**src/rtl/tdm_pkg.sv**
```systemverilog
// rtl/tdm_pkg.sv - shared constants and FSM encoding for the TDM 1:4 demux
package tdm_pkg;
  localparam int NUM_SLOTS     = 4;
  localparam int DEFAULT_WIDTH = 8;

  typedef enum logic [1:0] {
    HUNT   = 2'd0,
    SHIFT  = 2'd1,
    PARITY = 2'd2
  } state_t;
endpackage

```
**src/rtl/tdm_bit_shifter.sv**
```systemverilog
// rtl/tdm_bit_shifter.sv - MSB-first slot deserializer with bit counter
module tdm_bit_shifter #(
  parameter int WIDTH = 8
) (
  input  logic             clk,
  input  logic             reset,
  input  logic             shift_en,
  input  logic             load_first,
  input  logic             bit_in,
  output logic [WIDTH-1:0] word_next,
  output logic             at_last_bit,
  output logic             word_done
);
  localparam int CW = $clog2(WIDTH);

  // Only WIDTH-1 bits are stored: the final bit completes the word combinationally.
  logic [WIDTH-2:0] shreg;
  logic [CW-1:0]    bit_cnt;

  assign word_next   = {shreg, bit_in};
  assign at_last_bit = (bit_cnt == CW'(WIDTH - 1));
  assign word_done   = shift_en && at_last_bit;

  always_ff @(posedge clk) begin
    if (reset) begin
      shreg   <= '0;
      bit_cnt <= '0;
    end else if (load_first) begin
      shreg    <= '0;
      shreg[0] <= bit_in;
      bit_cnt  <= CW'(1);
    end else if (shift_en) begin
      shreg   <= word_next[WIDTH-2:0];
      bit_cnt <= word_done ? '0 : bit_cnt + CW'(1);
    end
  end
endmodule

```
**src/rtl/tdm_demux_1_4.sv**
```systemverilog
// rtl/tdm_demux_1_4.sv - TDM 1:4 receive demux; TDM_DEMUX_PARITY_EN adds a trailing even-parity bit
module tdm_demux_1_4
  import tdm_pkg::*;
#(
  parameter int WIDTH = DEFAULT_WIDTH
) (
  input  logic             clk,
  input  logic             reset,
  input  logic             Data_in,
  input  logic             Data_en,
  input  logic             Data_sync,
  output logic [WIDTH-1:0] Data_o0,
  output logic [WIDTH-1:0] Data_o1,
  output logic [WIDTH-1:0] Data_o2,
  output logic [WIDTH-1:0] Data_o3,
  output logic             Data_frame_done,
  output logic             Data_sync_err,
  output logic             Data_parity_err,
  output logic             Data_busy
);
  localparam logic [1:0] LAST_SLOT = 2'(NUM_SLOTS - 1);

  state_t           state, state_d;
  logic [1:0]       slot;
  logic [WIDTH-1:0] staging [NUM_SLOTS];
  logic             shift_en, load_first, at_last_bit, word_done;
  logic [WIDTH-1:0] word_next, out_w3;
  logic             commit, sync_err_c;

  tdm_bit_shifter #(.WIDTH(WIDTH)) u_shifter (
    .clk         (clk),
    .reset       (reset),
    .shift_en    (shift_en),
    .load_first  (load_first),
    .bit_in      (Data_in),
    .word_next   (word_next),
    .at_last_bit (at_last_bit),
    .word_done   (word_done)
  );

`ifdef TDM_DEMUX_PARITY_EN
  logic par_acc, parity_err_c;

  assign out_w3 = staging[3];

  always_ff @(posedge clk) begin
    if (reset) begin
      par_acc         <= 1'b0;
      Data_parity_err <= 1'b0;
    end else begin
      Data_parity_err <= parity_err_c;
      if (load_first)
        par_acc <= Data_in;
      else if (shift_en)
        par_acc <= par_acc ^ Data_in;
    end
  end
`else
  // Commit happens on the same edge that completes slot 3, so take it straight from the shifter.
  assign out_w3          = word_next;
  assign Data_parity_err = 1'b0;
`endif

  assign Data_busy = (state != HUNT);

  always_comb begin
    state_d    = state;
    shift_en   = 1'b0;
    load_first = 1'b0;
    commit     = 1'b0;
    sync_err_c = 1'b0;
`ifdef TDM_DEMUX_PARITY_EN
    parity_err_c = 1'b0;
`endif
    case (state)
      HUNT: begin
        if (Data_en && Data_sync) begin
          load_first = 1'b1;
          state_d    = SHIFT;
        end
      end
      SHIFT: begin
        if (Data_en) begin
          if (Data_sync) begin
            load_first = 1'b1;
            sync_err_c = 1'b1;
          end else begin
            shift_en = 1'b1;
            if (at_last_bit && slot == LAST_SLOT) begin
`ifdef TDM_DEMUX_PARITY_EN
              state_d = PARITY;
`else
              commit  = 1'b1;
              state_d = HUNT;
`endif
            end
          end
        end
      end
`ifdef TDM_DEMUX_PARITY_EN
      PARITY: begin
        if (Data_en) begin
          if (Data_sync) begin
            load_first = 1'b1;
            sync_err_c = 1'b1;
            state_d    = SHIFT;
          end else begin
            state_d = HUNT;
            if (Data_in == par_acc)
              commit = 1'b1;
            else
              parity_err_c = 1'b1;
          end
        end
      end
`endif
      default: state_d = HUNT;
    endcase
  end

  always_ff @(posedge clk) begin
    if (reset) begin
      state           <= HUNT;
      slot            <= '0;
      Data_o0         <= '0;
      Data_o1         <= '0;
      Data_o2         <= '0;
      Data_o3         <= '0;
      Data_frame_done <= 1'b0;
      Data_sync_err   <= 1'b0;
      for (int i = 0; i < NUM_SLOTS; i++)
        staging[i] <= '0;
    end else begin
      state           <= state_d;
      Data_frame_done <= commit;
      Data_sync_err   <= sync_err_c;
      if (load_first) begin
        slot <= '0;
        for (int i = 0; i < NUM_SLOTS; i++)
          staging[i] <= '0;
      end else if (word_done) begin
        staging[slot] <= word_next;
        slot          <= slot + 2'd1;
      end
      if (commit) begin
        Data_o0 <= staging[0];
        Data_o1 <= staging[1];
        Data_o2 <= staging[2];
        Data_o3 <= out_w3;
      end
    end
  end
endmodule

```
**config.mk**
```make
export PLATFORM = sky130hd
export DESIGN_NAME = tdm_demux_1_4
export DESIGN_NICKNAME = d
export VERILOG_FILES = /design/src/rtl/tdm_pkg.sv /design/src/rtl/tdm_bit_shifter.sv /design/src/rtl/tdm_demux_1_4.sv
export SDC_FILE = /design/constraint.sdc
export NUM_CORES = 1
export LEC_CHECK = 0
export BUFFER_PORTS_ARGS = -buffer_cell sky130_fd_sc_hd__clkbuf_2
export CAP_MARGIN = 20
export CORE_MARGIN = 4
export CORE_UTILIZATION = 40
export DETAILED_ROUTE_END_ITERATION = 8
export GPL_TIMING_DRIVEN = 0
export PLACE_DENSITY = 0.59
export SYNTH_ARGS = -nofsm -noshare
export SYNTH_HDL_FRONTEND = slang
export SYNTH_SLANG_ARGS = --single-unit
```
**constraint.sdc**
```tcl
create_clock -name clk -period 2.99 [get_ports clk]
set_clock_uncertainty 0.15 [all_clocks]
set_input_delay 0.299 -clock clk [delete_from_list [all_inputs] [get_ports clk]]
set_output_delay 0.299 -clock clk [all_outputs]
set_load 0.01 [all_outputs]
```
==> reports/results.ini, run 1 <==
[clocking]
clk_pin_slew_ns=0.07
postCtsSetupRepairBufs=0
cts.sinks=71
cts_hold_buf=0
cts_max_level=3
clockBufferDepth=2
cts_made_buffers=9
cts_tree=done
ctsResizeCount=0
cts_root_buf=clkbuf_8
clk_latency_ns=0.35

[die]
die_w_um=95.3
floorplan.rows=31
die-area_um2=9090
core-area_um2=7330
die_h_um=95.3
ios=41
initial_utilization=0.416

[setup_path]
reg2reg_depth=6
crit_start=u_shifter.bit_cnt[0]
path_class=flop to flop
rr_startpoint=u_shifter.bit_cnt[0]
r2r_setup_slack_ns=0.66
cp-end-kind=flop
worstReg2RegEnd=staging[2][5]
required_ns=2.83
critPathCapture=staging[2][5]
worstPathArrival_ns=2.18
crit_fanout=9
cp-start-kind=flop

[synthesis]
synthesis.nets=274
syn_area_per_cell_um2=11.6
synth_seq_area_share=0.544
synthArstFlopShare=0
synth_area_um2=3050
ys_seq_elements=71
synthTopCellsByArea=dfxtp_1 31%, edfxtp_1 24%, mux2i_1 13%
synth.most_common_cell=nand2b_1
synth_cell_types=28
synth-main-ff-cell=dfxtp_1
netlist_instances=263
synth.top_cell.area_share=0.308
synth_common_cells=64 x nand2b_1, 47 x dfxtp_1, 41 x mux2i_1, 24 x and2_1, 24 x edfxtp_1
yosysTopAreaCell=dfxtp_1
ys_warn_count=0
synth_edf_count=24

[layout]
diodes=0
syn2layout_area_growth_pct=16.6
drive_above_1_share=0.192
num-nets-final=323
final_cells=416
final_util=0.485
design_area_um2=3560

[global_routing]
grt_antenna_before_repair=0
grt_max_degree=13
grt_pass1_vias=1806
grtUsageTotal=0.136
grt_pass1_wl_um=9140
grt_remaining_overflow=0

[flow_run]
maxCapViolCount=0

[route]
firstDrtPassIters=4
drt.antenna.violating_nets=0
wl_um=5580
vias_per_cell=4.50
drc=0
drt_iter0_drc=94
via_count=1872
post_drt_wl_per_cell_um=13.4

[power_and_ir_drop]
p_sw_mw=0.389
switching_share=0.211
irDropWorstVdd_mv=0.438
clkPwrFrac=0.405
p_comb_frac=0.038
p_int_mw=1.45
p_per_area_nw_per_um2=517
leakage_nw=1.40
seq_power_share=0.557
p_total_mw=1.84

[timing]
finalWorstSetupSlack_ns=0.658
min_period_over_period=0.780
whs_ns=0.108
fin_crit_ns=2.33
timing_hold_violations_final=0
fmax_mhz=429
setup_viol=0
finalSetupTns_ns=0
slew_viol_final=0
rsz0062_at_grt=no

[place]
pre_cts_slack_ns=0.639
post-place-cells=400
place_area_um2=3370
hpwl_um=3860
portBuffers=38
gp_congestion=0.727

[run_status]
outcome=finished clean

[min_path]
hold_path.class=primary input to flop

==> cell type report <==
type / count / area (µm²)
fill: 675 / 3770
buffer: 18 / 136
inverter: 2 / 7.51
clock inverter: 4 / 46.3
multi-input combinational: 172 / 1250
sequential: 71 / 1660
tap: 99 / 124
timing repair buffer: 38 / 190
clock buffer: 12 / 145
==> cell usage in the layout (no fill, tap or decap) <==
| cell | n |
|---|---|
| xnor2_1 | 1 |
| bufinv_16 | 1 |
| dfxtp_1 | 47 |
| and2_1 | 24 |
| edfxtp_1 | 24 |
| nand4b_1 | 1 |
| clkbuf_2 | 38 |
| a21oi_1 | 3 |
| clkinv_1 | 1 |
| buf_2 | 1 |
| nor3_2 | 1 |
| a21o_2 | 1 |
| nand2_1 | 3 |
| clkbuf_1 | 13 |
| nand2b_1 | 64 |
| o21ai_0 | 2 |
| nor2_1 | 11 |
| buf_4 | 1 |
| nand3b_1 | 1 |
| nor3b_1 | 3 |
| and3b_1 | 1 |
| or2_1 | 3 |
| clkinv_2 | 1 |
| and3_2 | 1 |
| or3b_1 | 1 |
| ha_1 | 6 |
| conb_1 | 1 |
| and3_1 | 3 |
| buf_6 | 2 |
| mux2i_1 | 41 |
| clkbuf_8 | 10 |
| buf_12 | 3 |
| clkinvlp_4 | 1 |
| inv_1 | 2 |
==> critical path: stages (launching register included) <==
cell and delay (ns):
dfxtp_1 0.36, ha_1 0.16, ha_1 0.20, and3_1 0.21, and3_1 0.17, clkbuf_1 0.31
or2_1 0.42
==> logic make-up (layout without fill, tap and decap cells) <==
logic type / count (synthesis) / count (layout) / share of synthesized area
other: 1 / 1 / 0.00123
AND/OR/NAND/NOR: 117 / 117 / 0.234
adder cells (fa/ha/maj): 6 / 6 / 0.0246
multiplexers: 41 / 41 / 0.134
flip-flops: 71 / 71 / 0.544
buffers and inverters: 20 / 74 / 0.0472
XOR/XNOR: 1 / 1 / 0.00287
AO/OA/AOI/OAI: 6 / 6 / 0.0111
==> layer usage <==
metal	vias up	share of wire	global-route usage
li1	968	-	-
met2	36	0.45	0.210
met3	9	0.052	0.0529
met5	-	0	0
met4	0	0.014	0.0505
met1	859	0.48	0.173
==> sequential cells by signal (all words and copies together), names as in the netlist <==
| name | cells |
|---|---|
| u_shifter.shreg | 7 |
| Data_frame_done | 1 |
| Data_o3 | 8 |
| Data_o1 | 8 |
| Data_o0 | 8 |
| Data_sync_err | 1 |
| state | 1 |
| Data_o2 | 8 |
| u_shifter.bit_cnt | 3 |
| slot | 2 |
| staging | 24 |
==> worst min-delay path by stage <==
stage                                     from                   end  slack [ns]  cells past startpoint
after CTS                              Data_in            Data_o3[0]        0.10                      3
final                                  Data_in            Data_o3[0]        0.11                      3
after global routing                   Data_in    u_shifter.shreg[0]        0.14                      3
after global placement    u_shifter.bit_cnt[2]  u_shifter.bit_cnt[2]        0.29                      2
after detailed placement  u_shifter.bit_cnt[2]  u_shifter.bit_cnt[2]        0.30                      2
after floorplan           u_shifter.bit_cnt[2]  u_shifter.bit_cnt[2]        0.29                      2
==> power by group through the flow <==
stage,clock [mW],combinational (mW),sequential [mW]
after floorplan,0,0.0495,1.04
after global placement,0,0.0705,1.05
after detailed placement,0,0.0714,1.05
after CTS,0.774,0.0715,1.02
after global routing,0.816,0.0778,1.03
final,0.745,0.0697,1.02
Power figures use the tool's default switching activity.
==> inputs of run 2 (changes only) <==
--- a/config.mk
+++ b/config.mk
@@ -5,13 +5,14 @@
 export SDC_FILE = /design/constraint.sdc
 export NUM_CORES = 1
 export LEC_CHECK = 0
+export ABC_AREA = 1
 export BUFFER_PORTS_ARGS = -buffer_cell sky130_fd_sc_hd__clkbuf_2
 export CAP_MARGIN = 20
 export CORE_MARGIN = 4
 export CORE_UTILIZATION = 40
 export DETAILED_ROUTE_END_ITERATION = 8
 export GPL_TIMING_DRIVEN = 0
-export PLACE_DENSITY = 0.59
+export PLACE_DENSITY = 0.61
 export SYNTH_ARGS = -nofsm -noshare
 export SYNTH_HDL_FRONTEND = slang
 export SYNTH_SLANG_ARGS = --single-unit
==> constraint.sdc (replaced) <==
create_clock -name clk -period 2 [get_ports clk]
set_clock_uncertainty 0.15 [all_clocks]
set_input_delay 0.2 -clock clk [delete_from_list [all_inputs] [get_ports clk]]
set_output_delay 0.2 -clock clk [all_outputs]
set_load 0.01 [all_outputs]
==> reports/results.ini, run 2 <==
[synthesis]
syn_area_per_cell_um2=8.51  ; was 11.6 µm²
synth.top_cell.area_share=0.323  ; was 0.308
synthArstFlopShare=0  ; unchanged
synth-main-ff-cell=dfxtp_1  ; unchanged
ys_seq_elements=71  ; unchanged
synth_seq_area_share=0.571  ; was 0.544
synth_cell_types=22  ; was 28
ys_warn_count=0  ; unchanged
synthTopCellsByArea=dfxtp_1 32%, edfxtp_1 25%, nor2_1 13%  ; was dfxtp_1 31%, edfxtp_1 24%, mux2i_1 13%
synth.most_common_cell=nor2_1  ; was nand2b_1
synth_area_um2=2910  ; was 3050 µm²
synth_common_cells=97 x nor2_1, 47 x dfxtp_1, 46 x nand2_1, 39 x inv_1, 32 x nand4_1  ; was 64 x nand2b_1, 47 x dfxtp_1, 41 x mux2i_1, 24 x and2_1, 24 x edfxtp_1
netlist_instances=342  ; was 263
yosysTopAreaCell=dfxtp_1  ; unchanged
synthesis.nets=353  ; was 274
synth_edf_count=24  ; unchanged

[power_and_ir_drop]
seq_power_share=0.573  ; was 0.557
p_total_mw=2.67  ; was 1.84 mW
irDropWorstVdd_mv=0.307  ; was 0.438 mV
p_int_mw=2.04  ; was 1.45 mW
clkPwrFrac=0.380  ; was 0.405
p_sw_mw=0.630  ; was 0.389 mW
switching_share=0.236  ; was 0.211
p_per_area_nw_per_um2=764  ; was 517 nW/µm²
p_comb_frac=0.047  ; was 0.038
leakage_nw=1.48  ; was 1.40 nW

[global_routing]
met3_usage=0.0418  ; was 0.0529
grt_pass1_wl_um=10600  ; was 9140 µm
met2_usage=0.254  ; was 0.210
grt_max_degree=13  ; unchanged
grt_busiest_layer=met2  ; unchanged
grt_antenna_before_repair=0  ; unchanged
grt_util_met1=0.197  ; was 0.173
grt_remaining_overflow=0  ; unchanged
grtUsageTotal=0.157  ; was 0.136
grt_pass1_vias=2254  ; was 1806

[timing]
fmax_mhz=517  ; was 429 MHz
min_period_over_period=0.967  ; was 0.780
slew_viol_final=0  ; unchanged
worst_pin_slew_ns=0.537
fin_crit_ns=1.93  ; was 2.33 ns
slew_headroom=0.642
timing_hold_violations_final=0  ; unchanged
finalSetupTns_ns=0  ; unchanged
whs_ns=0.0246  ; was 0.108 ns
finalWorstSetupSlack_ns=0.0656  ; was 0.658 ns
setup_viol=0  ; unchanged

[setup_path]
path_class=flop to flop  ; unchanged
cpMostUsedCell=ha_1
max_stage_delay_ns=0.34  ; was 0.42 ns
crit_chain=ha_1 > ha_1 > buf_4 > nand4_4 > nor2_4 > nand2_4 > nand2_8  ; was ha_1 > ha_1 > and3_1 > and3_1 > clkbuf_1 > or2_1
cp-start-kind=flop  ; unchanged
cp-end-kind=flop  ; unchanged
required_ns=1.90  ; was 2.83 ns
worstPathArrival_ns=1.84  ; was 2.18 ns
cpMaxStageDelayCell=dfxtp_1  ; was or2_1
crit_fanout=9  ; unchanged

[clocking]
cts_made_buffers=9  ; unchanged
cts_root_buf=clkbuf_8  ; unchanged
clk_pin_slew_ns=0.07  ; about the same
clockBufferDepth=2  ; unchanged
cts_tree=done  ; unchanged
clk_latency_ns=0.35  ; about the same
cts.sinks=71  ; unchanged
cts_max_level=3  ; unchanged

[layout]
largest_reg_flops=24  ; unchanged
drive_above_1_share=0.190  ; was 0.192
diodes=0  ; unchanged
top_register=staging  ; unchanged
layout_commonest_cell=nor2_1  ; was nand2b_1
syn2layout_area_growth_pct=20.1  ; was 16.6%
num-nets-final=407  ; was 323
final_cells=497  ; was 416
final_cell_mix=97 x nor2_1, 47 x dfxtp_1, 40 x nand2_1  ; was 64 x nand2b_1, 47 x dfxtp_1, 41 x mux2i_1

[run_status]
outcome=finished clean  ; unchanged

[route]
drt_iter0_drc=122  ; was 94
vias_per_cell=4.68  ; was 4.50
drc=0  ; unchanged
firstDrtPassIters=4  ; unchanged
via_count=2327  ; was 1872
wl_um=6470  ; was 5580 µm
drt.antenna.violating_nets=0  ; unchanged
post_drt_wl_per_cell_um=13.0  ; was 13.4 µm

[min_path]
hold_path.class=primary input to flop  ; unchanged

[die]
core-area_um2=6940  ; was 7330 µm²
initial_utilization=0.419  ; was 0.416
die_w_um=93.3  ; was 95.3 µm
die-area_um2=8700  ; was 9090 µm²
floorplan.rows=30  ; was 31
ios=41  ; unchanged
die_h_um=93.3  ; was 95.3 µm

[place]
pre_cts_slack_ns=-0.353  ; was 0.639 ns
post-place-cells=477  ; was 400
portBuffers=39  ; was 38
gp_congestion=0.797  ; was 0.727
hpwl_um=4470  ; was 3860 µm

[flow_run]
maxCapViolCount=0  ; unchanged

[run 2: changes by cell type in the layout (fill, tap and decap cells not counted), moves of 7 or more]
cell      before  now
o21ai_0        2    9
buf_4          1   10
nand2_1        3   40
nor2_1        11   97
mux2i_1       41    0
and2_1        24    0
nand2b_1      64    0
inv_1          2   39
a21oi_1        3   10
nand4_1        0   32
[run 2: worst max-delay path, delay by kind of cell (launching register included)]
family	cells	cell delay [ns]
fa+ha+maj	2	0.28
buf+inv	1	0.18
simple gates	4	0.69
flops	1	0.34
[run 2: power by group through the flow]
stage	sequential, mW	combinational [mW]	clock (mW)
2_1_floorplan	1.56	0.0790	0
4_1_cts	1.53	0.123	1.03
3_5_place_dp	1.56	0.116	0
5_1_grt	1.53	0.143	1.10
6_report	1.53	0.124	1.02
3_3_place_gp	1.56	0.114	0
[run 2: logic make-up (layout without fill, tap and decap cells)]
kind of cell | after synthesis | after routing | synth area share
other cells | 1 | 1 | 0.00129
flops | 71 | 71 | 0.571
simple gates | 184 | 184 | 0.279
buf+inv | 61 | 120 | 0.0903
compound gates | 19 | 19 | 0.0327
fa+ha+maj | 6 | 6 | 0.0258
[run 2: path summary, 6_finish.rpt]
kind / startpoint / endpoint / slack (ns) / cells after the start
setup / recovery: u_shifter.bit_cnt[0] / staging[0][2] / 0.07 / 7
hold / removal: reset / Data_sync_err / 0.02 / 2
setup reg to reg: u_shifter.bit_cnt[0] / staging[0][2] / 0.07 / 7
hold reg to reg: Data_o1[1] / Data_o1[1] / 0.33 / 2
[run 2: repair_timing]
item | in CTS | in global routing
gates resized for setup | 11 | 5
endpoints found under the hold margin | 1 | 0
endpoints found under the setup margin | 24 | 24
hold buffers | 1 | 0
pin swaps | 0 | 6
setup buffers | 0 | 3
[run 2: routing by layer]
| layer | wire length [µm] | vias up |
|---|---|---|
| met3 | 241 | 7 |
| li1 | - | 1203 |
| met2 | 3060 | 46 |
| met1 | 3050 | 1071 |
| met5 | 0 | - |
| met4 | 108 | 0 |
[run 2: layout make-up]
cell class                      instances  area, µm²
Fill cell                             695       3450
Multi-Input combinational cell        210       1050
Tap cell                               96        120
Clock inverter                          3       18.8
Inverter                               41        154
Clock buffer                           13        149
Timing Repair Buffer                   43        228
Buffer                                 20        111
Sequential cell                        71       1660
[run 2: through the flow]
| stage | utilization | cell area (µm²) |
|---|---|---|
| floorplan | - | 2910 |
| global placement | 0.465 | 3230 |
| detailed placement | 0.465 | 3230 |
| CTS | 0.495 | 3440 |
| global route | 0.503 | 3500 |
| finish | 0.503 | 3500 |
==> inputs of run 3 (changes only) <==
--- a/config.mk
+++ b/config.mk
@@ -6,7 +6,7 @@
 export NUM_CORES = 1
 export LEC_CHECK = 0
 export ABC_AREA = 1
-export BUFFER_PORTS_ARGS = -buffer_cell sky130_fd_sc_hd__clkbuf_2
+export BUFFER_PORTS_ARGS = -buffer_cell sky130_fd_sc_hd__buf_2
 export CAP_MARGIN = 20
 export CORE_MARGIN = 4
 export CORE_UTILIZATION = 40
==> reports/results.ini, run 3 (synthesized netlist as in run 2, its figures left out) <==
[run_status]
outcome=finished clean  ; unchanged

[global_routing]
grt_max_degree=12  ; was 13
grtUsageTotal=0.156  ; was 0.157
grt_pass1_vias=2207  ; was 2254
grt_remaining_overflow=0  ; unchanged
grt_antenna_before_repair=0  ; unchanged
grt_pass1_wl_um=10500  ; was 10600 µm

[route]
via_count=2333  ; was 2327
wl_um=6420  ; was 6470 µm
drt.antenna.violating_nets=0  ; unchanged
vias_per_cell=4.65  ; was 4.68
drc=0  ; unchanged
post_drt_wl_per_cell_um=12.8  ; was 13.0 µm
drt_iter0_drc=101  ; was 122
firstDrtPassIters=4  ; unchanged

[layout]
layout_commonest_cell=nor2_1  ; unchanged
largest_reg_flops=24  ; unchanged
n_fill_cell=696  ; was 695
design_area_um2=3550  ; was 3500 µm²
final_util=0.511  ; was 0.503
final_cell_mix=97 x nor2_1, 47 x dfxtp_1, 41 x buf_2  ; was 97 x nor2_1, 47 x dfxtp_1, 40 x nand2_1
num-nets-final=412  ; was 407
drive_above_1_share=0.195  ; was 0.190
top_register=staging  ; unchanged
syn2layout_area_growth_pct=21.8  ; was 20.1%
final_cells=502  ; was 497
diodes=0  ; unchanged

[setup_path]
r2r_setup_slack_ns=0.12  ; was 0.07 ns
cpMaxStageDelayCell=dfxtp_1  ; unchanged
crit_chain=ha_1 > ha_1 > buf_4 > nand4_4 > nor2_4 > nand2_4 > nand2_8  ; unchanged
cp-start-kind=flop  ; unchanged
critPathTopFamily=simple AND/OR/NAND/NOR gates  ; unchanged
path_class=flop to flop  ; unchanged
cp_num_buf_inv=1  ; unchanged
worstPathArrival_ns=1.79  ; was 1.84 ns
cpMostUsedCell=ha_1  ; unchanged
crit_fanout=9  ; unchanged
required_ns=1.91  ; was 1.90 ns
cp-end-kind=flop  ; unchanged
max_stage_delay_ns=0.34  ; about the same

[timing]
min_period_over_period=0.940  ; was 0.967
slew_headroom=0.647  ; was 0.642
setup_viol=0  ; unchanged
rsz0062_at_grt=no
fin_crit_ns=1.88  ; was 1.93 ns
whs_ns=0.0394  ; was 0.0246 ns
slew_viol_final=0  ; unchanged
timing_hold_violations_final=0  ; unchanged
worst_pin_slew_ns=0.530  ; was 0.537 ns
fmax_mhz=532  ; was 517 MHz

[clocking]
clockBufferDepth=2  ; unchanged
cts.sinks=71  ; unchanged
cts_max_level=3  ; unchanged
clk_latency_ns=0.34  ; was 0.35 ns
clk_pin_slew_ns=0.07  ; about the same
cts_made_buffers=9  ; unchanged
cts_root_buf=clkbuf_8  ; unchanged
cts_tree=done  ; unchanged

[power_and_ir_drop]
p_sw_mw=0.623  ; was 0.630 mW
clkPwrFrac=0.367  ; was 0.380
p_int_mw=2.00  ; was 2.04 mW
p_per_area_nw_per_um2=738  ; was 764 nW/µm²
p_comb_frac=0.049  ; was 0.047
irDropWorstVdd_mv=0.297  ; was 0.307 mV
seq_power_share=0.584  ; was 0.573
switching_share=0.238  ; was 0.236
leakage_nw=1.53  ; was 1.48 nW

[die]
floorplan.rows=30  ; unchanged
ios=41  ; unchanged
die_w_um=93.3  ; unchanged
initial_utilization=0.419  ; unchanged
die_h_um=93.3  ; unchanged
core-area_um2=6940  ; unchanged
die-area_um2=8700  ; unchanged

[place]
post-place-cells=477  ; unchanged
place_area_um2=3230  ; unchanged
portBuffers=39  ; unchanged
gp_congestion=0.795  ; was 0.797
hpwl_um=4520  ; was 4470 µm

[flow_run]
maxCapViolCount=0  ; unchanged

[min_path]
hold_path.class=primary input to flop  ; unchanged

-- run 3: power by group through the flow --
| stage | sequential [mW] | combinational [mW] | clock [mW] |
|---|---|---|---|
| floorplan | 1.56 | 0.0790 | 0 |
| global placement | 1.56 | 0.114 | 0 |
| detailed placement | 1.56 | 0.117 | 0 |
| CTS | 1.53 | 0.124 | 0.982 |
| global route | 1.53 | 0.145 | 1.04 |
| finish | 1.53 | 0.127 | 0.961 |
-- run 3: area by class of cell --
class | count | area [µm²] | area share
plain buffers | 20 | 111 | 0.0314
flip-flops and latches | 71 | 1660 | 0.469
well taps | 96 | 120 | 0.0339
repair buffers | 48 | 280 | 0.0790
clock buffers | 11 | 131 | 0.0371
inverters | 41 | 154 | 0.0434
multi-input cells | 210 | 1060 | 0.300
clock inverters | 5 | 25.0 | 0.00706
-- run 3: tightest hold or removal path: stages --
cell and delay [ns]:
buf_2 0.13, inv_2 0.09, nor3_1 0.07
-- run 3: path summary, 6_finish.rpt --
kind                                            from            end  cells after the start
worst max-delay path            u_shifter.bit_cnt[1]  staging[1][1]                      7
worst min-delay path                       Data_sync  Data_sync_err                      3
worst max register to register  u_shifter.bit_cnt[1]  staging[1][1]                      7
worst min register to register            Data_o1[7]     Data_o1[7]                      2
-- run 3: metrics by stage --
stage	setup TNS (ns)	worst slack, ns	power (mW)
floorplan	0	0.0904	1.64
global placement	-7.30	-0.346	1.68
detailed placement	-8.24	-0.394	1.68
CTS	-0.512	-0.0417	2.64
global route	0	0.00861	2.72
finish	0	0.120	2.62
-- run 3: per-layer routing --
layer,up-vias,track usage,share of wire
met1,1063,0.205,0.46
met3,8,0.0354,0.045
met5,-,0,0
met2,50,0.244,0.47
li1,1212,-,-
met4,0,0.0720,0.017
-- run 3: timing repair --
action,4_1_cts,5_1_grt
hold buffers,2,0
pin swaps,0,7
setup endpoints to repair,24,24
setup buffers,0,7
endpoints found under the hold margin,3,0
gates resized for setup,10,7
